File: src/rtl/hazard_scoreboard_pkg.sv
// -----------------------------------------------------------------------------
// hazard_pkg
// Shared types and constants for the hazard scoreboard.
//   opc_e    : op-class encoding driven by the decoder (3 is reserved and is
//              treated as ALU)
//   REG_AW   : register-index width
//   DEF_*    : default latency constants (bubbles owed to a dependent op)
//   lat_of() : bubbles owed for a given op class
// -----------------------------------------------------------------------------
package hazard_pkg;

   typedef enum logic [1:0] {
      OPC_ALU  = 2'd0,
      OPC_LOAD = 2'd1,
      OPC_MUL  = 2'd2
   } opc_e;

   localparam int unsigned REG_AW       = 5;
   localparam int unsigned DEF_NUM_REGS = 32;
   localparam int unsigned DEF_LOAD_LAT = 1;
   localparam int unsigned DEF_MUL_LAT  = 3;

   function automatic int unsigned lat_of(input logic [1:0] opc,
                                          input int unsigned load_lat,
                                          input int unsigned mul_lat);
      int unsigned lat;
      case (opc)
         OPC_LOAD: lat = load_lat;
         OPC_MUL:  lat = mul_lat;
         default:  lat = 0;
      endcase
      return lat;
   endfunction

endpackage

File: src/rtl/hazard_scoreboard_if.sv
// -----------------------------------------------------------------------------
// hazard_scoreboard_if
// ID-stage instruction descriptor plus the stall/issue response.
//   master : ID stage (drives the instruction fields and flush_i)
//   slave  : hazard_scoreboard (drives stall_o / issue_o)
// -----------------------------------------------------------------------------
interface hazard_scoreboard_if;
   import hazard_pkg::*;

   logic              id_valid_i;
   logic [REG_AW-1:0] id_rs1_i;
   logic [REG_AW-1:0] id_rs2_i;
   logic              id_use_rs1_i;
   logic              id_use_rs2_i;
   logic [REG_AW-1:0] id_rd_i;
   logic              id_regwr_i;
   logic [1:0]        id_opc_i;
   logic              flush_i;
   logic              stall_o;
   logic              issue_o;

   modport master (
      output id_valid_i, id_rs1_i, id_rs2_i, id_use_rs1_i, id_use_rs2_i,
             id_rd_i, id_regwr_i, id_opc_i, flush_i,
      input  stall_o, issue_o
   );

   modport slave (
      input  id_valid_i, id_rs1_i, id_rs2_i, id_use_rs1_i, id_use_rs2_i,
             id_rd_i, id_regwr_i, id_opc_i, flush_i,
      output stall_o, issue_o
   );

endinterface

File: src/rtl/hazard_scoreboard_lat_counter.sv
// -----------------------------------------------------------------------------
// hazard_lat_counter
// Per-register down-counter of bubbles still owed to a consumer.
//   clk_i, rst_i : clock, synchronous active-low reset
//   i_set        : newest writer issued this cycle (wins over decrement)
//   i_set_val    : latency of that writer
//   o_cnt        : bubbles still owed
//   o_busy       : o_cnt != 0
// Saturates at zero; never wraps.
// -----------------------------------------------------------------------------
module hazard_lat_counter #(
   parameter int unsigned CW = 2
) (
   input  logic          clk_i,
   input  logic          rst_i,
   input  logic          i_set,
   input  logic [CW-1:0] i_set_val,
   output logic [CW-1:0] o_cnt,
   output logic          o_busy
);

   logic [CW-1:0] r_cnt;

   always_ff @(posedge clk_i) begin
      if (!rst_i)
         r_cnt <= '0;
      else if (i_set)
         r_cnt <= i_set_val;
      else if (r_cnt != '0)
         r_cnt <= r_cnt - 1'b1;
   end

   assign o_cnt  = r_cnt;
   assign o_busy = (r_cnt != '0);

endmodule

File: src/rtl/hazard_scoreboard.sv
// -----------------------------------------------------------------------------
// hazard_scoreboard
// Issue-side RAW-hazard tracker: records each in-flight register writer and
// its remaining latency, and stalls the ID instruction until every source it
// reads is forwardable.
//   clk_i       : clock
//   rst_i       : synchronous reset, active-low
//   id_bus      : ID instruction descriptor in, stall_o / issue_o out
//   stall_cnt_o : stall-cycle counter, built only when HAZARD_PERF_EN is
//                 defined (saturating); otherwise tied to zero
// -----------------------------------------------------------------------------
module hazard_scoreboard
   import hazard_pkg::*;
#(
   parameter int unsigned NUM_REGS = DEF_NUM_REGS,
   parameter int unsigned LOAD_LAT = DEF_LOAD_LAT,
   parameter int unsigned MUL_LAT  = DEF_MUL_LAT
) (
   input  logic                  clk_i,
   input  logic                  rst_i,
   hazard_scoreboard_if.slave    id_bus,
   output logic [31:0]           stall_cnt_o
);

   localparam int unsigned CW = $clog2(MUL_LAT + 1);

   logic [CW-1:0] w_cnt  [NUM_REGS];
   logic          w_busy [NUM_REGS];
   logic [CW-1:0] w_set_val;
   logic          w_rec;
   logic          w_src1_haz;
   logic          w_src2_haz;
   logic          w_live;
   logic          w_stall;
   logic          w_issue;

   // x0 is hard-wired: never busy, so a source of x0 never stalls
   assign w_cnt[0]  = '0;
   assign w_busy[0] = 1'b0;

   assign w_set_val = CW'(lat_of(id_bus.id_opc_i, LOAD_LAT, MUL_LAT));
   assign w_rec     = w_issue & id_bus.id_regwr_i;

   for (genvar g = 1; g < NUM_REGS; g++) begin : g_reg
      hazard_lat_counter #(.CW(CW)) u_cnt (
         .clk_i     (clk_i),
         .rst_i     (rst_i),
         .i_set     (w_rec && (id_bus.id_rd_i == REG_AW'(g))),
         .i_set_val (w_set_val),
         .o_cnt     (w_cnt[g]),
         .o_busy    (w_busy[g])
      );

      a_no_wrap: assert property (@(posedge clk_i) w_cnt[g] <= CW'(MUL_LAT));
   end

   assign w_src1_haz = id_bus.id_use_rs1_i & w_busy[id_bus.id_rs1_i];
   assign w_src2_haz = id_bus.id_use_rs2_i & w_busy[id_bus.id_rs2_i];
   assign w_live     = id_bus.id_valid_i & ~id_bus.flush_i;
   assign w_stall    = w_live & (w_src1_haz | w_src2_haz);
   assign w_issue    = w_live & ~w_stall;

   assign id_bus.stall_o = w_stall;
   assign id_bus.issue_o = w_issue;

`ifdef HAZARD_PERF_EN
   logic [31:0] r_stall_cnt;

   always_ff @(posedge clk_i) begin
      if (!rst_i)
         r_stall_cnt <= '0;
      else if (w_stall && (r_stall_cnt != '1))
         r_stall_cnt <= r_stall_cnt + 32'd1;
   end

   assign stall_cnt_o = r_stall_cnt;
`else
   assign stall_cnt_o = '0;
`endif

endmodule

File: src/flat_wrapper.sv
// flat-port wrapper written by rule: the top's interface ports become plain ports
module hazard_scoreboard_flat import hazard_pkg::*;
#(
   parameter int unsigned NUM_REGS = DEF_NUM_REGS,
   parameter int unsigned LOAD_LAT = DEF_LOAD_LAT,
   parameter int unsigned MUL_LAT  = DEF_MUL_LAT
)
  (clk_i, rst_i, stall_cnt_o, id_bus_id_valid_i, id_bus_id_rs1_i, id_bus_id_rs2_i, id_bus_id_use_rs1_i, id_bus_id_use_rs2_i, id_bus_id_rd_i, id_bus_id_regwr_i, id_bus_id_opc_i, id_bus_flush_i, id_bus_stall_o, id_bus_issue_o);
  hazard_scoreboard_if id_bus_i ();
  input  logic clk_i;
  input  logic rst_i;
  output logic [31:0] stall_cnt_o;
  input wire logic [$bits(id_bus_i.id_valid_i)-1:0] id_bus_id_valid_i;
  input wire logic [$bits(id_bus_i.id_rs1_i)-1:0] id_bus_id_rs1_i;
  input wire logic [$bits(id_bus_i.id_rs2_i)-1:0] id_bus_id_rs2_i;
  input wire logic [$bits(id_bus_i.id_use_rs1_i)-1:0] id_bus_id_use_rs1_i;
  input wire logic [$bits(id_bus_i.id_use_rs2_i)-1:0] id_bus_id_use_rs2_i;
  input wire logic [$bits(id_bus_i.id_rd_i)-1:0] id_bus_id_rd_i;
  input wire logic [$bits(id_bus_i.id_regwr_i)-1:0] id_bus_id_regwr_i;
  input wire logic [$bits(id_bus_i.id_opc_i)-1:0] id_bus_id_opc_i;
  input wire logic [$bits(id_bus_i.flush_i)-1:0] id_bus_flush_i;
  output wire logic [$bits(id_bus_i.stall_o)-1:0] id_bus_stall_o;
  output wire logic [$bits(id_bus_i.issue_o)-1:0] id_bus_issue_o;
  assign id_bus_i.id_valid_i = id_bus_id_valid_i;
  assign id_bus_i.id_rs1_i = id_bus_id_rs1_i;
  assign id_bus_i.id_rs2_i = id_bus_id_rs2_i;
  assign id_bus_i.id_use_rs1_i = id_bus_id_use_rs1_i;
  assign id_bus_i.id_use_rs2_i = id_bus_id_use_rs2_i;
  assign id_bus_i.id_rd_i = id_bus_id_rd_i;
  assign id_bus_i.id_regwr_i = id_bus_id_regwr_i;
  assign id_bus_i.id_opc_i = id_bus_id_opc_i;
  assign id_bus_i.flush_i = id_bus_flush_i;
  assign id_bus_stall_o = id_bus_i.stall_o;
  assign id_bus_issue_o = id_bus_i.issue_o;
  hazard_scoreboard #(.NUM_REGS(NUM_REGS), .LOAD_LAT(LOAD_LAT), .MUL_LAT(MUL_LAT)) u_core (.clk_i(clk_i), .rst_i(rst_i), .id_bus(id_bus_i), .stall_cnt_o(stall_cnt_o));
endmodule
File: config.mk
export PLATFORM = sky130hd
export DESIGN_NAME = hazard_scoreboard_flat
export DESIGN_NICKNAME = d
export VERILOG_FILES = /design/src/rtl/hazard_scoreboard_pkg.sv /design/src/rtl/hazard_scoreboard_if.sv /design/src/rtl/hazard_scoreboard_lat_counter.sv /design/src/rtl/hazard_scoreboard.sv /design/src/flat_wrapper.sv
export SDC_FILE = /design/constraint.sdc
export NUM_CORES = 1
export LEC_CHECK = 0
export BUFFER_PORTS_ARGS = -buffer_cell sky130_fd_sc_hd__buf_2
export CORE_MARGIN = 2
export CORE_UTILIZATION = 40
export CTS_CLUSTER_DIAMETER = 100
export DETAILED_ROUTE_END_ITERATION = 16
export PLACE_DENSITY_LB_ADDON = 0.12
export SYNTH_ARGS = -nofsm -noshare
export SYNTH_HDL_FRONTEND = slang
export SYNTH_SLANG_ARGS = --single-unit
File: constraint.sdc
create_clock -name clk_i -period 2.67 [get_ports clk_i]
set_input_delay 0.4005 -clock clk_i [delete_from_list [all_inputs] [get_ports clk_i]]
set_output_delay 0.4005 -clock clk_i [all_outputs]
set_load 0.03 [all_outputs]
* Word-level counts from Yosys, hierarchy flattened
Cells that the tools add are included.
Storage, ports and cells: bits of input ports 24, logic and storage cells 270, output and inout bits 34, RAM bits 0, ROM bits 0, bits in latches 0, memories kept 0, register bits after elaboration 62
Operators by class: equal/unequal tests 33, reductions and logical operators 93, divide/modulo/power cells 0, shifts and indexed selects 0, $add $sub $neg 31, order comparisons 2, mux-type cells 69, multipliers 0, bitwise operators 11
Operators by type and width (count):
- 2-to-1 mux 2 bit | 62
- nonzero test 2 bit | 62
- == test 5 bit (second input constant) | 16
- subtractor 2 x 1 -> 2 bit (second input constant) | 31
- == test 5 x 4 -> 1 bit (second input constant) | 8
- logical AND 1 bit | 31
- == test 5 x 3 -> 1 bit (second input constant) | 4
- greater-or-equal comparator 6 bit (second input constant) | 2
- inverter 5 -> 6 bit | 2
- binary-select mux 1 bit (select 5 bit) | 2
- == test 5 x 2 -> 1 bit (second input constant) | 2
- bitwise AND 1 bit | 6
- == test 5 x 1 -> 1 bit (second input constant) | 1
- 2-to-1 mux 1 bit | 4
- case mux 2 bit (2 select lines) | 1
- == test 2 x 1 -> 1 bit (second input constant) | 1
- == test 2 bit (second input constant) | 1
- inverter 1 bit | 2
- bitwise OR 1 bit | 1

* Logic depth before layout (Yosys ltp)
Gate-level depths: netlist (run 1).
depth after elaboration 12, mapped depth 10, gate-level depth less buffers 8

* By module
A second synthesis (run 1) with hierarchy kept.
Unflattened totals: cell total of the unflattened synthesis 606, area total of the unflattened synthesis 5086.1 µm²
Modules (own cells, without submodules):
- hazard_lat_counter | instances 31, area each 120.1 µm², cells each 14, seq. area each 40.0 µm²
- hazard_scoreboard | instances 1, area each 1362.6 µm², cells each 172, seq. area each 0.0 µm²

* Least setup slack after synthesis (run 1)
No wires, ideal clock.
path kind register -> output, start register u_core.g_reg[27].u_cnt.r_cnt[0], end output port id_bus_stall_o, path buffers 2, stages on the path, launching flop included 10, slack -0.237 ns, arrival time 2.507 ns, required time 2.270 ns, path through dfxtp_1 -> inv_1 -> ha_1 -> mux4_2 -> nor2_1 -> a311oi_1 -> or4_4 -> buf_6 -> buf_2 -> a21oi_1
On the way: longest elaborated chain between the ends 7, elaborated cells on any way between the ends 11, classes of those cells mux: 6; bitwise: 4; reduce/logical: 1
RTL lines:
- start: declaration | RTL line hazard_scoreboard_lat_counter.sv:22 | logic [CW-1:0] r_cnt;
- start signal: assignment | RTL line hazard_scoreboard_lat_counter.sv:28 | r_cnt <= i_set_val;
- start signal: assignment | RTL line hazard_scoreboard_lat_counter.sv:30 | r_cnt <= r_cnt - 1'b1;
- nonzero test 2 bit (*) | RTL line hazard_scoreboard_lat_counter.sv:34 | assign o_busy = (r_cnt != '0);
- binary-select mux 1 bit (select 5 bit) (on tied branches) | RTL line hazard_scoreboard.sv:57, hazard_scoreboard.sv:58
- 2-to-1 mux 1 bit (on tied branches) (2 in a row) | RTL line hazard_scoreboard.sv:57, hazard_scoreboard.sv:58
- bitwise AND 1 bit (on tied branches) | RTL line hazard_scoreboard.sv:57, hazard_scoreboard.sv:58
- bitwise OR 1 bit (*) | RTL line hazard_scoreboard.sv:60 | assign w_stall = w_live & (w_src1_haz | w_src2_haz);
- bitwise AND 1 bit (*) | RTL line hazard_scoreboard.sv:60
- end: declaration | RTL line flat_wrapper.sv:22 | output wire logic [$bits(id_bus_i.stall_o)-1:0] id_bus_stall_o;
Every way passes the cells marked *; elsewhere a longest branch is shown, timed or not. The select of a mux whose other input is x is not followed.

* Final worst setup path (run 1)
start register u_core.g_reg[3].u_cnt.r_cnt[0], end output port id_bus_issue_o
On the way: longest elaborated chain between the ends 9, elaborated cells on any way between the ends 13, classes of those cells mux: 6; bitwise: 6; reduce/logical: 1
RTL lines:
- start: declaration | RTL line hazard_scoreboard_lat_counter.sv:22
- start signal: assignment | RTL line hazard_scoreboard_lat_counter.sv:28
- start signal: assignment | RTL line hazard_scoreboard_lat_counter.sv:30
- nonzero test 2 bit (*) | RTL line hazard_scoreboard_lat_counter.sv:34
- binary-select mux 1 bit (select 5 bit) (on tied branches) | RTL line hazard_scoreboard.sv:57, hazard_scoreboard.sv:58
- 2-to-1 mux 1 bit (on tied branches) (2 in a row) | RTL line hazard_scoreboard.sv:57, hazard_scoreboard.sv:58
- bitwise AND 1 bit (on tied branches) | RTL line hazard_scoreboard.sv:57, hazard_scoreboard.sv:58
- bitwise OR 1 bit (*) | RTL line hazard_scoreboard.sv:60
- bitwise AND 1 bit (*) | RTL line hazard_scoreboard.sv:60
- inverter 1 bit (*) | RTL line hazard_scoreboard.sv:61 | assign w_issue = w_live & ~w_stall;
- bitwise AND 1 bit (*) | RTL line hazard_scoreboard.sv:61
- end: declaration | RTL line flat_wrapper.sv:23 | output wire logic [$bits(id_bus_i.issue_o)-1:0] id_bus_issue_o;
Marks and branches as above.

==> results of run 1 <==
==> repair_timing <==
item                                    4_1_cts  5_1_grt
resized for setup                            42       11
endpoints found under the setup margin        2        2
cloned                                        0        0
pin swaps                                     9        6
hold buffers                                  0        0
setup buffers                                 6        2
==> layer usage <==
metal / vias to the layer above / share of wire
met4: 0 / 0.017
met1: 1748 / 0.46
met5: - / 0
met2: 69 / 0.48
met3: 14 / 0.037
li1: 1867 / -
==> power breakdown <==
| part | total (W) | switching [W] | internal (W) |
|---|---|---|---|
| clock | 0.00104 | 0.000401 | 0.000639 |
| combinational | 0.00333 | 0.00163 | 0.00171 |
| sequential | 0.00157 | 0.000215 | 0.00135 |
==> synth_stat cells, drive strengths merged <==
cell type	count	area, sq um
nand2b	5	31.3
and3b	1	8.76
nor3	5	25.0
nand4	19	119
nand4b	1	8.76
ha	32	400
a211oi	1	7.51
or4	1	11.3
nand2	100	375
o21ai	31	155
or3	1	6.26
o311ai	2	17.5
clkbuf	13	48.8
nor3b	7	52.6
o211ai	1	7.51
conb	1	3.75
nand3b	2	15.0
o22ai	1	6.26
xnor2	31	272
mux4	10	225
and3	1	6.26
a21oi	2	10.0
o221ai	1	8.76
nor2	8	30.0
nand3	3	15.0
inv	68	255
mux2i	69	691
or4b	1	10.0
buf	45	323
dfxtp	62	1240
a311oi	2	17.5
mux2	5	56.3
and4	12	128
==> metrics by stage <==
stage / area, sq um / worst slack (ns) / setup TNS, ns / power (W) / util
6_report: 5370 / -0.173 / -0.343 / 0.00594 / 0.475
5_1_grt: 5370 / -0.251 / -0.497 / 0.00652 / 0.475
4_1_cts: 5320 / -0.199 / -0.380 / 0.00592 / 0.470
2_1_floorplan: 4720 / 0.0102 / 0 / 0.00381 / -
3_5_place_dp: 4910 / -0.0426 / -0.0451 / 0.00464 / 0.434
3_3_place_gp: 4910 / -0.0211 / -0.0211 / 0.00451 / 0.434
==> cell type report <==
| type | instances | area share |
|---|---|---|
| Multi-Input combinational cell | 387 | 0.551 |
| Sequential cell | 62 | 0.236 |
| Timing Repair Buffer | 66 | 0.0845 |
| Inverter | 68 | 0.0475 |
| Clock buffer | 12 | 0.0459 |
| Tap cell | 143 | 0.0333 |
| Clock inverter | 2 | 0.00186 |
==> worst max-delay path: cells and delay by family (launching register included) <==
kind | cells | cell delay, ns
simple gates | 5 | 0.89
mux | 1 | 0.45
flops | 1 | 0.33
buf+inv | 2 | 0.22
fa+ha+maj | 1 | 0.22
==> how the worst min path moves through the flow <==
| stage | start | endpoint | slack, ns | depth (start not counted) |
|---|---|---|---|---|
| final | u_core.g_reg[14].u_cnt.o_cnt[0] | u_core.g_reg[14].u_cnt.o_cnt[0] | 0.55 | 3 |
| after global routing | u_core.g_reg[14].u_cnt.o_cnt[0] | u_core.g_reg[14].u_cnt.o_cnt[0] | 0.57 | 3 |
| after CTS | u_core.g_reg[14].u_cnt.o_cnt[0] | u_core.g_reg[14].u_cnt.o_cnt[0] | 0.55 | 3 |
| after detailed placement | u_core.g_reg[29].u_cnt.o_cnt[0] | u_core.g_reg[29].u_cnt.o_cnt[0] | 0.57 | 3 |
| after global placement | u_core.g_reg[28].u_cnt.o_cnt[1] | u_core.g_reg[28].u_cnt.o_cnt[1] | 0.56 | 4 |
| after floorplan | u_core.g_reg[10].u_cnt.o_cnt[0] | u_core.g_reg[10].u_cnt.o_cnt[0] | 0.54 | 3 |
==> cells by family after synthesis <==
kind of cell,after synthesis,share of synthesized area
compound gates,41,0.0502
xor+xnor,31,0.0592
fa+ha+maj,32,0.0873
buf+inv,126,0.137
flops,62,0.271
mux,84,0.212
other cells,1,0.000817
simple gates,167,0.184
==> qor.txt, run 1 <==
Peak VDD IR: 0.440 mV
WS Path Type: register to primary output
clk_skew: 0.00564 ns
Final GP Congestion: 0.785
Critical Path RT: 2.27 ns
Post-DRT Antenna Nets: 0
Seq/Total Area, Yosys: 0.271
Clock H-tree levels: 3
P per Cell Area: 1110 mW/mm^2
die footprint: 0.0123 sq mm
Area Growth Syn to Fin: 17.1%
FP Rows: 39
Worst setup SP type: register
Mapped Avg Cell Area: 8.43 sq um
Slew @ Worst Pin: 0.775 ns
R2R cell count: 9
hpwl dp: 8.22 mm
I/O pin count: 58
clk_lat worst skew: 0.33 ns
FF+latch count, synth: 62
fmax: 352 MHz
synth unique cells: 38
placed cells: 718
Total GRT Usage: 0.193
Crit path largest cell delay: 0.59 ns
M3 GR Usage: 0.0301
most common cell after layout, fill and taps aside: nand2_1
CTS Buffer Depth: 2
Fin Hold WS: 0.549 ns
RSZ-0062 raised after global routing: yes
Crit. Startpoint: u_core.g_reg[3].u_cnt.o_cnt[0]
antenna violations before repair: 0
via count: 3698
crit end category: primary output
Filler Cell Count: 1093
Die Span Y: 111 um
Detailed Routing Iterations Pass 1: 4
# DRC: 0
crit path to: id_bus_issue_o
Wirelength per Cell: 15.3 um
port bufs: 25
DRT iter0 DRCs: 139
# setup viols final: 2
R2R setup slack: 0.17 ns
fin crit period: 2.84 ns
Cells after Synth: 544
vias in the first global route: 3746
failing checks: setup timing
Worst Path Arrival: 2.44 ns
synth warn: 0
met1 Use GR: 0.248
max FFs per register: 62
Top Usage Layer GRT: met2
largest net degree at the start of global routing: 63
Multi-input gate area: 0.00296 sq mm
outcome: complete, but fails checks
CTS sink count: 62
Ant. Diodes: 0
LEAKAGE: 2.37 nW
period utilisation layout: 1.06
final hold vios: 0
Rel. slew slack: 0.482
core area: 0.0113 sq mm
worst min path class: register to register
total gr overflow: 0
Cell Chain, Critical Path: inv_1 > ha_2 > mux4_2 > nand3_1 > nand3b_1 > or4_4 > nand2_2 > nor2_1 > buf_4
worst setup margin: -0.173 ns
clock slew at reported path FFs: 0.05 ns
clock root buffer: clkbuf_16
Storage cell area: 0.00127 sq mm
r2r endpoint: u_core.g_reg[4].u_cnt.o_cnt[1]
layout cells sized above 1: 0.246
Vias/cell: 5.00
Num CTS Buffers: 9
Max Cap Violations: 0
CP max stage cell: or4_4
crit path max fanout: 5
Non-Filler Instances: 740
CTS tree: built
nets: 650
final wirelength: 11.3 mm
Starting Density: 0.405
fin. max-slew vios: 0
DIE WIDTH: 111 um
highest-count cells in the layout ignoring fill and taps: 99 x nand2_1, 69 x mux2i_1, 63 x inv_1
Mapped Area: 0.00459 sq mm
first-pass GRT wire length: 18.8 mm
GRT met2 Usage: 0.324
worst r2r src: u_core.g_reg[3].u_cnt.o_cnt[0]
Power figures use the tool's default switching activity.
==> run 2, diff against run 1 <==
- ABC_CLOCK_PERIOD_IN_PS: default -> 2670
- MAX_ROUTING_LAYER: default -> met4
- SETUP_SLACK_MARGIN: default -> 0.02
==> qor.txt, run 2 (synthesis gave the netlist of run 1 again) <==
largest net degree at the start of global routing: 39 (was 63)
Worst setup SP type: register (unchanged)
Slew @ Worst Pin: 0.826 ns (was 0.775 ns)
CTS sink count: 62 (unchanged)
clock slew at reported path FFs: 0.05 ns (about the same)
Max Cap Violations: 0 (unchanged)
Rel. slew slack: 0.448 (was 0.482)
fin. max-slew vios: 0 (unchanged)
WS Path Type: register to primary output (unchanged)
total gr overflow: 0 (unchanged)
Total GRT Usage: 0.204 (was 0.193)
final hold vios: 0 (unchanged)
core area: 0.0113 sq mm (unchanged)
CTS tree: built (unchanged)
crit end category: primary output (unchanged)
worst setup margin: -0.127 ns (was -0.173 ns)
outcome: complete, but fails checks (unchanged)
Num CTS Buffers: 9 (unchanged)
Vias/cell: 5.04 (was 5.00)
die footprint: 0.0123 sq mm (unchanged)
P per Cell Area: 1110 mW/mm^2 (about the same)
Post-DRT Antenna Nets: 0 (unchanged)
most common cell after layout, fill and taps aside: nand2_1 (unchanged)
setup TNS: -0.241 ns (was -0.343 ns)
via count: 3797 (was 3698)
fin crit period: 2.80 ns (was 2.84 ns)
port bufs: 25 (unchanged)
R2R setup slack: 0.11 ns (was 0.17 ns)
DIE WIDTH: 111 um (unchanged)
worst min path class: register to register (unchanged)
hpwl dp: 8.33 mm (was 8.22 mm)
Critical Path RT: 2.27 ns (about the same)
Final GP Congestion: 0.842 (was 0.785)
first-pass GRT wire length: 19.1 mm (was 18.8 mm)
Worst Path Arrival: 2.40 ns (was 2.44 ns)
DRT iter0 DRCs: 132 (was 139)
layout cells sized above 1: 0.318 (was 0.246)
# DRC: 0 (unchanged)
Wirelength per Cell: 15.5 um (was 15.3 um)
Ant. Diodes: 0 (unchanged)
fmax: 358 MHz (was 352 MHz)
failing checks: setup timing (unchanged)
crit path max fanout: 3 (was 5)
Area Growth Syn to Fin: 21.4% (was 17.1%)
highest-count cells in the layout ignoring fill and taps: 99 x nand2_1, 69 x mux2i_1, 58 x inv_1 (was 99 x nand2_1, 69 x mux2i_1, 63 x inv_1)
Clock H-tree levels: 3 (unchanged)
Peak VDD IR: 0.510 mV (was 0.440 mV)
max FFs per register: 62 (unchanged)
I/O pin count: 58 (unchanged)
period utilisation layout: 1.05 (was 1.06)
CTS Buffer Depth: 2 (unchanged)
LEAKAGE: 2.45 nW (was 2.37 nW)
FP Rows: 39 (unchanged)
Final Total Pwr: 0.00617 W (was 0.00594 W)
nets: 662 (was 650)
clk_skew: 0.00527 ns (was 0.00564 ns)
clk_lat worst skew: 0.34 ns (was 0.33 ns)
# setup viols final: 2 (unchanged)
antenna violations before repair: 0 (unchanged)
clock root buffer: clkbuf_16 (unchanged)
RSZ-0062 raised after global routing: yes (unchanged)
Detailed Routing Iterations Pass 1: 4 (unchanged)
vias in the first global route: 3718 (was 3746)
final wirelength: 11.6 mm (was 11.3 mm)
Die Span Y: 111 um (unchanged)
Starting Density: 0.405 (unchanged)
## run 2: worst paths after layout
path,cells past startpoint,from,endpoint
worst max-delay path,8,u_core.g_reg[26].u_cnt.o_cnt[0],id_bus_stall_o
worst min-delay path,3,u_core.g_reg[28].u_cnt.o_cnt[0],u_core.g_reg[28].u_cnt.o_cnt[0]
worst max register to register,12,u_core.g_reg[3].u_cnt.o_cnt[0],u_core.g_reg[2].u_cnt.o_cnt[1]
worst min register to register,3,u_core.g_reg[28].u_cnt.o_cnt[0],u_core.g_reg[28].u_cnt.o_cnt[0]
## run 2: cell type report
| cell class | count | area, sq um |
|---|---|---|
| Timing Repair Buffer | 78 | 554 |
| Tap cell | 143 | 179 |
| Sequential cell | 62 | 1290 |
| Clock inverter | 1 | 5.00 |
| Inverter | 68 | 255 |
| Fill cell | 1094 | 5750 |
| Multi-Input combinational cell | 387 | 3030 |
| Clock buffer | 14 | 264 |
## run 2: metal layers
| layer | global-route usage | up-vias | part of all wire |
|---|---|---|---|
| met1 | 0.258 | 1802 | 0.47 |
| met3 | 0.0344 | 23 | 0.038 |
| li1 | - | 1891 | - |
| met4 | 0.0823 | 0 | 0.027 |
| met5 | - | - | 0 |
| met2 | 0.325 | 81 | 0.47 |
## run 2: stage by stage
| step | hold slack, ns | instance area, sq um | setup WS [ns] | cells | utilization |
|---|---|---|---|---|---|
| 2_1_floorplan | 0.543 | 4760 | 0.0210 | 575 | - |
| 3_3_place_gp | 0.557 | 4990 | -0.0313 | 725 | 0.440 |
| 3_5_place_dp | 0.561 | 4990 | -0.0680 | 725 | 0.440 |
| 4_1_cts | 0.547 | 5410 | -0.129 | 747 | 0.477 |
| 5_1_grt | 0.560 | 5570 | -0.211 | 753 | 0.492 |
| 6_report | 0.545 | 5570 | -0.127 | 753 | 0.492 |
## run 2: timing repair
item	CTS	global route
pin swaps	10	11
hold buffers	0	0
buffers inserted	7	6
setup endpoints to repair	2	44
gates resized for setup	39	43
## run 2: power by group
group          internal [W]  switching (W)  leakage (nW)
clock              0.000673       0.000414         0.133
sequential          0.00138       0.000218         0.525
combinational       0.00181        0.00168          1.79
## run 2: critical path: stages (launching register included)
cell and delay [ns]:
dfxtp_2 0.32, inv_1 0.06, ha_4 0.16, mux4_2 0.44
nor2_1 0.13, a311oi_1 0.07, or4_4 0.59, a21oi_4 0.15
buf_6 0.14
